$ cat src/rtl/spi_pkg.sv
// Shared definitions for the SPI master/responder control blocks:
// CONTROL/STATUS bit positions and the frame state encoding.
package spi_pkg;

    // CONTROL register bit positions
    localparam int CTRL_EN        = 0;
    localparam int CTRL_CPOL      = 1;
    localparam int CTRL_CPHA      = 2;
    localparam int CTRL_LSB_FIRST = 3;
    localparam int CTRL_RX_IRQ    = 4;
    localparam int CTRL_TX_IRQ    = 5;
    localparam int CTRL_ERR_IRQ   = 6;
    localparam int CTRL_CLR_ERR   = 7;

    // STATUS register bit positions (bit 6 is reserved and reads 0)
    localparam int STAT_RX_FULL   = 0;
    localparam int STAT_TX_FULL   = 1;
    localparam int STAT_OVERRUN   = 2;
    localparam int STAT_UNDERRUN  = 3;
    localparam int STAT_BUSY      = 4;
    localparam int STAT_FRAME_ERR = 5;
    localparam int STAT_CS_SYNC   = 7;

    typedef enum logic [1:0] {
        IDLE,
        LOAD,
        SHIFT
    } spi_state_e;

endpackage

$ cat src/rtl/spi_sync_edge.sv
// Multi-stage synchroniser for an asynchronous input with single-cycle
// rise/fall pulses derived from the synchronised value.
module spi_sync_edge #(
    parameter int unsigned STAGES    = 2,
    parameter logic        RESET_VAL = 1'b0
) (
    input  logic clk,
    input  logic rst_n,
    input  logic d,
    output logic q,
    output logic rise,
    output logic fall
);

    logic [STAGES-1:0] sync_q;
    logic              prev_q;

    // Synchroniser chain plus one delayed copy for edge detection
    always_ff @(posedge clk or negedge rst_n) begin
        if (!rst_n) begin
            sync_q <= {STAGES{RESET_VAL}};
            prev_q <= RESET_VAL;
        end else begin
            sync_q <= {sync_q[STAGES-2:0], d};
            prev_q <= sync_q[STAGES-1];
        end
    end

    assign q    = sync_q[STAGES-1];
    assign rise = q & ~prev_q;
    assign fall = ~q & prev_q;

endmodule

$ cat src/rtl/spi_slave_control.sv
// SPI responder controller: oversamples SCK/CS/MOSI, shifts frames through
// single-entry TX/RX buffers and reports overrun/underrun/frame errors.
module spi_slave_control
    import spi_pkg::*;
#(
    parameter int unsigned           DATA_WIDTH    = 8,
    parameter int unsigned           SYNC_STAGES   = 2,
    parameter logic [DATA_WIDTH-1:0] UNDERRUN_FILL = '1
) (
    input  logic                  CLK,
    input  logic                  CLR,
    input  logic                  SCK,
    input  logic                  CS,
    input  logic                  MOSI,
    output logic                  MISO,
    output logic                  MISO_OE,
    input  logic [DATA_WIDTH-1:0] DATA_IN,
    input  logic                  WRITE,
    output logic [DATA_WIDTH-1:0] DATA_OUT,
    input  logic                  READ,
    input  logic [7:0]            CONTROL,
    output logic [7:0]            STATUS,
    output logic                  IRQ
);

    localparam int unsigned           CNT_W    = $clog2(DATA_WIDTH + 1);
    localparam logic [CNT_W-1:0]      LAST_BIT = CNT_W'(DATA_WIDTH - 1);

    spi_state_e state_q, state_d;

    logic sck_sync, sck_rise, sck_fall;
    logic cs_sync, cs_rise, cs_fall;
    logic [SYNC_STAGES-1:0] mosi_sync_q;
    logic mosi_s;

    logic [CNT_W-1:0]      cnt_q;
    logic [DATA_WIDTH-1:0] tx_sr_q, rx_sr_q, tx_buf_q, rx_buf_q;
    logic                  tx_full_q, rx_full_q;
    logic                  overrun_q, underrun_q, frame_err_q;
    logic                  miso_q, miso_oe_q, irq_q;

    logic en, cpol, cpha, lsb_first, clr_err;
    logic sck_edge, leading, trailing, sample_edge, shift_edge;
    logic do_load, do_abort, do_sample, do_shift, frame_done;
    logic [DATA_WIDTH-1:0] rx_frame, load_word;
    logic overrun_set, underrun_set, frame_err_set;

    assign en        = CONTROL[CTRL_EN];
    assign cpol      = CONTROL[CTRL_CPOL];
    assign cpha      = CONTROL[CTRL_CPHA];
    assign lsb_first = CONTROL[CTRL_LSB_FIRST];
    assign clr_err   = CONTROL[CTRL_CLR_ERR];

    spi_sync_edge #(.STAGES(SYNC_STAGES), .RESET_VAL(1'b0)) u_sck_sync (
        .clk   (CLK),
        .rst_n (CLR),
        .d     (SCK),
        .q     (sck_sync),
        .rise  (sck_rise),
        .fall  (sck_fall)
    );

    spi_sync_edge #(.STAGES(SYNC_STAGES), .RESET_VAL(1'b1)) u_cs_sync (
        .clk   (CLK),
        .rst_n (CLR),
        .d     (CS),
        .q     (cs_sync),
        .rise  (cs_rise),
        .fall  (cs_fall)
    );

    // MOSI only needs the synchroniser, no edge detection
    always_ff @(posedge CLK or negedge CLR) begin
        if (!CLR) begin
            mosi_sync_q <= '0;
        end else begin
            mosi_sync_q <= {mosi_sync_q[SYNC_STAGES-2:0], MOSI};
        end
    end
    assign mosi_s = mosi_sync_q[SYNC_STAGES-1];

    // An edge is leading when it leaves the idle (CPOL) level
    assign sck_edge    = sck_rise | sck_fall;
    assign leading     = sck_edge & (sck_sync ^ cpol);
    assign trailing    = sck_edge & ~(sck_sync ^ cpol);
    assign sample_edge = cpha ? trailing : leading;
    assign shift_edge  = cpha ? leading : trailing;

    assign rx_frame  = lsb_first ? {mosi_s, rx_sr_q[DATA_WIDTH-1:1]}
                                 : {rx_sr_q[DATA_WIDTH-2:0], mosi_s};
    assign load_word = tx_full_q ? tx_buf_q : UNDERRUN_FILL;

    // State register
    always_ff @(posedge CLK or negedge CLR) begin
        if (!CLR) begin
            state_q <= IDLE;
        end else begin
            state_q <= state_d;
        end
    end

    // Next-state and per-cycle frame actions
    always_comb begin
        state_d    = state_q;
        do_load    = 1'b0;
        do_abort   = 1'b0;
        do_sample  = 1'b0;
        do_shift   = 1'b0;
        frame_done = 1'b0;
        unique case (state_q)
            IDLE: begin
                if (en && cs_fall) state_d = LOAD;
            end
            LOAD: begin
                if (cs_rise || !en) begin
                    do_abort = 1'b1;
                    state_d  = IDLE;
                end else begin
                    do_load = 1'b1;
                    state_d = SHIFT;
                end
            end
            SHIFT: begin
                if (cs_rise || !en) begin
                    do_abort = 1'b1;
                    state_d  = IDLE;
                end else begin
                    if (sample_edge) begin
                        do_sample = 1'b1;
                        if (cnt_q == LAST_BIT) begin
                            frame_done = 1'b1;
                            state_d    = LOAD;
                        end
                    end
                    // Bit 0 is already on MISO, so no advance before the first sample
                    if (shift_edge && cnt_q != '0) do_shift = 1'b1;
                end
            end
            default: state_d = IDLE;
        endcase
    end

    assign overrun_set   = frame_done & rx_full_q & ~READ;
    assign underrun_set  = do_load & ~tx_full_q;
    assign frame_err_set = do_abort & (state_q == SHIFT) & (cnt_q != '0);

    // Shift datapath, buffers and MISO
    always_ff @(posedge CLK or negedge CLR) begin
        if (!CLR) begin
            cnt_q     <= '0;
            tx_sr_q   <= '0;
            rx_sr_q   <= '0;
            miso_q    <= 1'b0;
            miso_oe_q <= 1'b0;
        end else begin
            if (do_load) begin
                cnt_q     <= '0;
                tx_sr_q   <= load_word;
                miso_q    <= lsb_first ? load_word[0] : load_word[DATA_WIDTH-1];
                miso_oe_q <= 1'b1;
            end else if (do_abort) begin
                miso_oe_q <= 1'b0;
            end
            if (do_sample) begin
                cnt_q   <= cnt_q + CNT_W'(1);
                rx_sr_q <= rx_frame;
            end
            if (do_shift) begin
                if (lsb_first) begin
                    tx_sr_q <= {1'b0, tx_sr_q[DATA_WIDTH-1:1]};
                    miso_q  <= tx_sr_q[1];
                end else begin
                    tx_sr_q <= {tx_sr_q[DATA_WIDTH-2:0], 1'b0};
                    miso_q  <= tx_sr_q[DATA_WIDTH-2];
                end
            end
        end
    end

    // Host-side buffers, sticky errors and registered IRQ
    always_ff @(posedge CLK or negedge CLR) begin
        if (!CLR) begin
            tx_buf_q    <= '0;
            tx_full_q   <= 1'b0;
            rx_buf_q    <= '0;
            rx_full_q   <= 1'b0;
            overrun_q   <= 1'b0;
            underrun_q  <= 1'b0;
            frame_err_q <= 1'b0;
            irq_q       <= 1'b0;
        end else begin
            // A WRITE coinciding with LOAD of an empty buffer waits for the next frame
            if (do_load && tx_full_q) begin
                tx_full_q <= 1'b0;
            end else if (WRITE && !tx_full_q) begin
                tx_buf_q  <= DATA_IN;
                tx_full_q <= 1'b1;
            end
            if (frame_done && (!rx_full_q || READ)) begin
                rx_buf_q  <= rx_frame;
                rx_full_q <= 1'b1;
            end else if (READ) begin
                rx_full_q <= 1'b0;
            end
            if (overrun_set)       overrun_q <= 1'b1;
            else if (clr_err)      overrun_q <= 1'b0;
            if (underrun_set)      underrun_q <= 1'b1;
            else if (clr_err)      underrun_q <= 1'b0;
            if (frame_err_set)     frame_err_q <= 1'b1;
            else if (clr_err)      frame_err_q <= 1'b0;
            irq_q <= (rx_full_q & CONTROL[CTRL_RX_IRQ])
                   | (~tx_full_q & CONTROL[CTRL_TX_IRQ])
                   | ((overrun_q | underrun_q | frame_err_q) & CONTROL[CTRL_ERR_IRQ]);
        end
    end

    // STATUS assembly
    always_comb begin
        STATUS                 = '0;
        STATUS[STAT_RX_FULL]   = rx_full_q;
        STATUS[STAT_TX_FULL]   = tx_full_q;
        STATUS[STAT_OVERRUN]   = overrun_q;
        STATUS[STAT_UNDERRUN]  = underrun_q;
        STATUS[STAT_BUSY]      = (state_q != IDLE);
        STATUS[STAT_FRAME_ERR] = frame_err_q;
        STATUS[STAT_CS_SYNC]   = cs_sync;
    end

    assign MISO     = miso_q;
    assign MISO_OE  = miso_oe_q;
    assign DATA_OUT = rx_buf_q;
    assign IRQ      = irq_q;

endmodule

$ cat config.mk
export PLATFORM = sky130hd
export DESIGN_NAME = spi_slave_control
export DESIGN_NICKNAME = d
export VERILOG_FILES = /design/src/rtl/spi_pkg.sv /design/src/rtl/spi_sync_edge.sv /design/src/rtl/spi_slave_control.sv
export SDC_FILE = /design/constraint.sdc
export NUM_CORES = 1
export LEC_CHECK = 0
export CORE_ASPECT_RATIO = 0.5
export CORE_UTILIZATION = 57
export CTS_CLUSTER_SIZE = 28
export DETAILED_ROUTE_END_ITERATION = 12
export GPL_TIMING_DRIVEN = 0
export PLACE_DENSITY = 0.84
export RECOVER_POWER = 100
export SLEW_MARGIN = 20
export SYNTH_ARGS = -nofsm -noshare
export SYNTH_HDL_FRONTEND = slang
export SYNTH_SLANG_ARGS = --single-unit
$ cat constraint.sdc
create_clock -name CLK -period 2.52 [get_ports CLK]
set_input_delay 0.504 -clock CLK [delete_from_list [all_inputs] [get_ports CLK]]
set_output_delay 0.504 -clock CLK [all_outputs]
set_load 0.01 [all_outputs]
==> reports/qor.log, run 1 <==
[outcome] outcome completed
[critical_path] Critical R2R Capture DATA_OUT[1]$_DFFE_PN0P_
[floorplan] floorplan core area 0.00442 mm2
[logic_synthesis] cell with the most instances after synthesis dfrtp_1
[logic_synthesis] compound-cell area share of the yosys netlist 7.29%
[sta] worst clock skew 9.46 ps
[clock_tree] CTS hold repair buffers 0
[power_and_ir_drop] total power per unit cell area 815 mW/mm2
[sta] setup repair after global routing missed its margin no
[cells_and_area] final cell count without fillers 325
[global_routing] vias in the first global route 1858
[logic_synthesis] leading cell types by count after synthesis 51 x dfrtp_1, 32 x mux2_2, 19 x mux2i_1
[cells_and_area] Filler cells 345
[clock_tree] clock buffers created by TritonCTS 5
[sta] smallest setup slack after layout 274 ps
[hold_path] Hold Path Class register to register
[routing] Total Wirelength 5040 um
[global_routing] maximum number of pins on one net before global-route repair 55
[clock_tree] register clock-pin slew on the reported worst setup and hold paths 100 ps
[sta] Final Setup Violations 0
[logic_synthesis] Adder-Cell Fraction of Synth Area 2.84%
[logic_synthesis] Post-Syn Instances 221
[logic_synthesis] average size of a mapped cell 12.0 um2
[logic_synthesis] total of warnings raised by yosys 0
[sta] Period minus WS final 2250 ps
[global_routing] global-route congestion overflow total 0
[global_routing] global routing met3 resource utilization 4.46%
[sta] achievable clock frequency 0.445 GHz
[placed_design] half-perimeter wire length after placement 3780 um
[logic_synthesis] Post-Syn Area 0.00264 mm2
[clock_tree] TritonCTS clock tree yes
[routing] number of DRC markers after the initial detailed-route iteration 81
[global_routing] met2 Use GR 39.9%
[logic_synthesis] most used flip-flop cell after synthesis dfrtp_1
[global_routing] met1 usage in global routing 29.5%
[logic_synthesis] cell taking the most area after synthesis dfrtp_1
[sta] worst-case hold slack 360 ps
[logic_synthesis] fraction of synthesized area in multiplexers 21.4%
[critical_path] Worst Setup End Kind register
[cells_and_area] final design instance area without fill 0.00317 mm2
[clock_tree] Clock H-tree levels 2
[critical_path] r2r worst-path depth 6
[logic_synthesis] fraction of registers with async set or reset after synthesis 100%
[global_routing] global-route usage over all layers 23.0%
[logic_synthesis] Synth cell types 37
[sta] worst relative slew slack 12.1%
[placed_design] dpl cell area 0.00310 mm2
[logic_synthesis] combinational family with the most area after synthesis multiplexers
[cells_and_area] count of antenna diodes in the layout 0
[floorplan] number of primary I/O pins 42
[clock_tree] setup bufs post-CTS 0
[critical_path] CP Launch Type input port
[global_routing] initial antenna violation count 0
[sta] number of max-slew violations in the final report 0
[floorplan] overall die area 0.00493 mm2
[routing] Routed wire per std cell 15.5 um
[clock_tree] clock latency of the later-clocked register in the worst-skew pair 310 ps
[sta] transition at the pin with the smallest max-transition slack 1320 ps
[routing] number of iterations in the first detailed-routing pass 6
[floorplan] Die Width 98.3 um
[placed_design] number of instances in the placed design 317
[logic_synthesis] top cells by area, synth dfrtp_1 48%, mux2_2 14%, mux2i_1 7.2%
[clock_tree] clk root buf clkbuf_8
[run] maximum capacitance violations 0
[critical_path] worst endpoint required time 2730 ps
[placed_design] RD Place Congestion 0.844
[placed_design] setup slack at placement 201 ps
[cells_and_area] area delta synth->final 19.8%
[global_routing] Most Used Layer, Global Route met2
[power_and_ir_drop] peak supply drop 0.000465 V
[logic_synthesis] top cell type's share of synthesized area 48.3%
[logic_synthesis] Synth Area in Simple Gates 11.6%
[sta] final count of hold timing violations 0
[clock_tree] Post-CTS Resized 0
[global_routing] first-pass GRT wire length 8740 um
[cells_and_area] number of nets in the final layout 296
[logic_synthesis] total of flip-flops plus latches after synthesis 54
[logic_synthesis] Post-synth EDFFs 0
[power_and_ir_drop] static power due to leakage 1.46 nW
[logic_synthesis] fraction of synthesized cell area in xor and xnor cells 0.947%
[routing] vias after detailed routing 1847
[floorplan] Std-Cell Rows 17
[routing] DRC violations left 0
[critical_path] end point of the critical path rx_sr_q[2]$_DFFE_PN0P_
[logic_synthesis] syn nets 250
[floorplan] Die Ht 50.2 um
[floorplan] starting density of the core 59.8%
[placed_design] Buffers on Ports 39
[routing] Routed Antenna Nets 0
[critical_path] flop-to-flop setup slack 440 ps
[clock_tree] Clock Sink Count 54
[cells_and_area] proportion of layout cells with a drive suffix above 1 19.8%
[routing] vias per std cell 5.68
[critical_path] r2r startpoint state_q[0]$_DFFE_PN0P_
[critical_path] WS Path Type input port to register
[clock_tree] number of buffers on the longest clock path 2
[sta] final cycle utilization of the critical path 89.1%
[critical_path] Critical Path Start CONTROL[1]
[critical_path] maximum fanout along the worst path 10
[critical_path] arrival time reported for the critical path endpoint 2450 ps
[logic_synthesis] sequential cell area fraction in the yosys report 51.3%
## per-stage QoR
step | utilization, % | power, mW | TNS, ps
3_5_place_dp | 70.1 | 2.10 | 0
5_1_grt | 71.6 | 2.75 | 0
4_1_cts | 72.4 | 2.62 | 0
6_report | 71.6 | 2.58 | 0
2_1_floorplan | - | 1.79 | 0
3_3_place_gp | 70.2 | 2.04 | -31950
## routing by layer
metal | vias up | routed length, um
met5 | - | 0
met4 | 0 | 81
met3 | 9 | 213
met2 | 49 | 2330
met1 | 922 | 2410
li1 | 867 | -
## kinds of logic (layout without fill, tap and decap cells)
family | count (synthesis) | in the layout
xor+xnor | 2 | 2
buf+inv | 23 | 70
compound gates | 29 | 29
other cells | 1 | 1
flops | 54 | 54
fa+ha+maj | 6 | 6
mux | 52 | 52
simple gates | 54 | 54
## power by group
group	leakage, nW	internal (mW)	switching [mW]
logic	0.729	0.425	0.391
registers	0.685	1.08	0.164
clock network	0.0478	0.227	0.295
total	1.46	1.73	0.850
## how the worst min path moves through the flow
| stage | to | slack (ps) | start | cells after the start |
|---|---|---|---|---|
| global placement | mosi_sync_q[1]$_DFF_PN0_ | 330 | mosi_sync_q[0]$_DFF_PN0_ | 0 |
| global route | mosi_sync_q[1]$_DFF_PN0_ | 370 | mosi_sync_q[0]$_DFF_PN0_ | 0 |
| floorplan | DATA_OUT[0]$_DFFE_PN0P_ | 210 | CLR | 0 |
| detailed placement | u_sck_sync.sync_q[1]$_DFF_PN0_ | 340 | u_sck_sync.sync_q[0]$_DFF_PN0_ | 0 |
| finish | u_sck_sync.sync_q[1]$_DFF_PN0_ | 360 | u_sck_sync.sync_q[0]$_DFF_PN0_ | 0 |
| CTS | state_q[0]$_DFFE_PN0P_ | 230 | CLR | 1 |
## layout make-up
type	count	area, um2	area share (%)
multi-input cells	144	1140	36.1
clock buffers	6	82.6	2.61
flip-flops and latches	54	1360	42.8
inverters	9	33.8	1.07
repair buffers	39	385	12.2
well taps	57	71.3	2.25
clock inverters	2	16.3	0.513
plain buffers	14	81.3	2.57
## registers in the layout (all words and copies together) (netlist names)
register           cells
IRQ                    1
u_sck_sync.sync_q      2
tx_buf_q               8
underrun_q             1
u_sck_sync.prev_q      1
u_cs_sync.sync_q       2
state_q                2
tx_sr_q                8
DATA_OUT               8
frame_err_q            1
mosi_sync_q            2
tx_full_q              1
MISO                   1
rx_full_q              1
cnt_q                  4
rx_sr_q                8
u_cs_sync.prev_q       1
overrun_q              1
MISO_OE                1
## critical path, cell delays in order
cell             delay, ps
clkdlybuf4s50_1        480
xor2_1                 330
mux2_4                 390
nand2_1                350
mux2_2                 400
## cell usage in the layout (no fill, tap or decap), types with 3 or more instances in the layout
master           instances
inv_1                    9
clkdlybuf4s50_1         15
dlygate4sd3_1           23
nor3_1                  10
mux2i_1                 19
clkbuf_1                 5
a21oi_1                 10
dfrtp_1                 51
mux2_2                  32
clkbuf_8                 6
o21ai_0                  3
o22ai_1                  4
nand2b_1                 4
nand3_1                  7
buf_4                    7
nor2_1                   3
nor2b_1                 12
ha_1                     6
nand2_1                 12
Power figures use the tool's default switching activity.
==> inputs of run 2 (changes only) <==
CAP_MARGIN = 10   (was not set)
SKIP_CTS_REPAIR_TIMING = 1   (was not set)
==> results of run 2 <==
No change in the layout: final DEF, timing and power equal those of run 1.
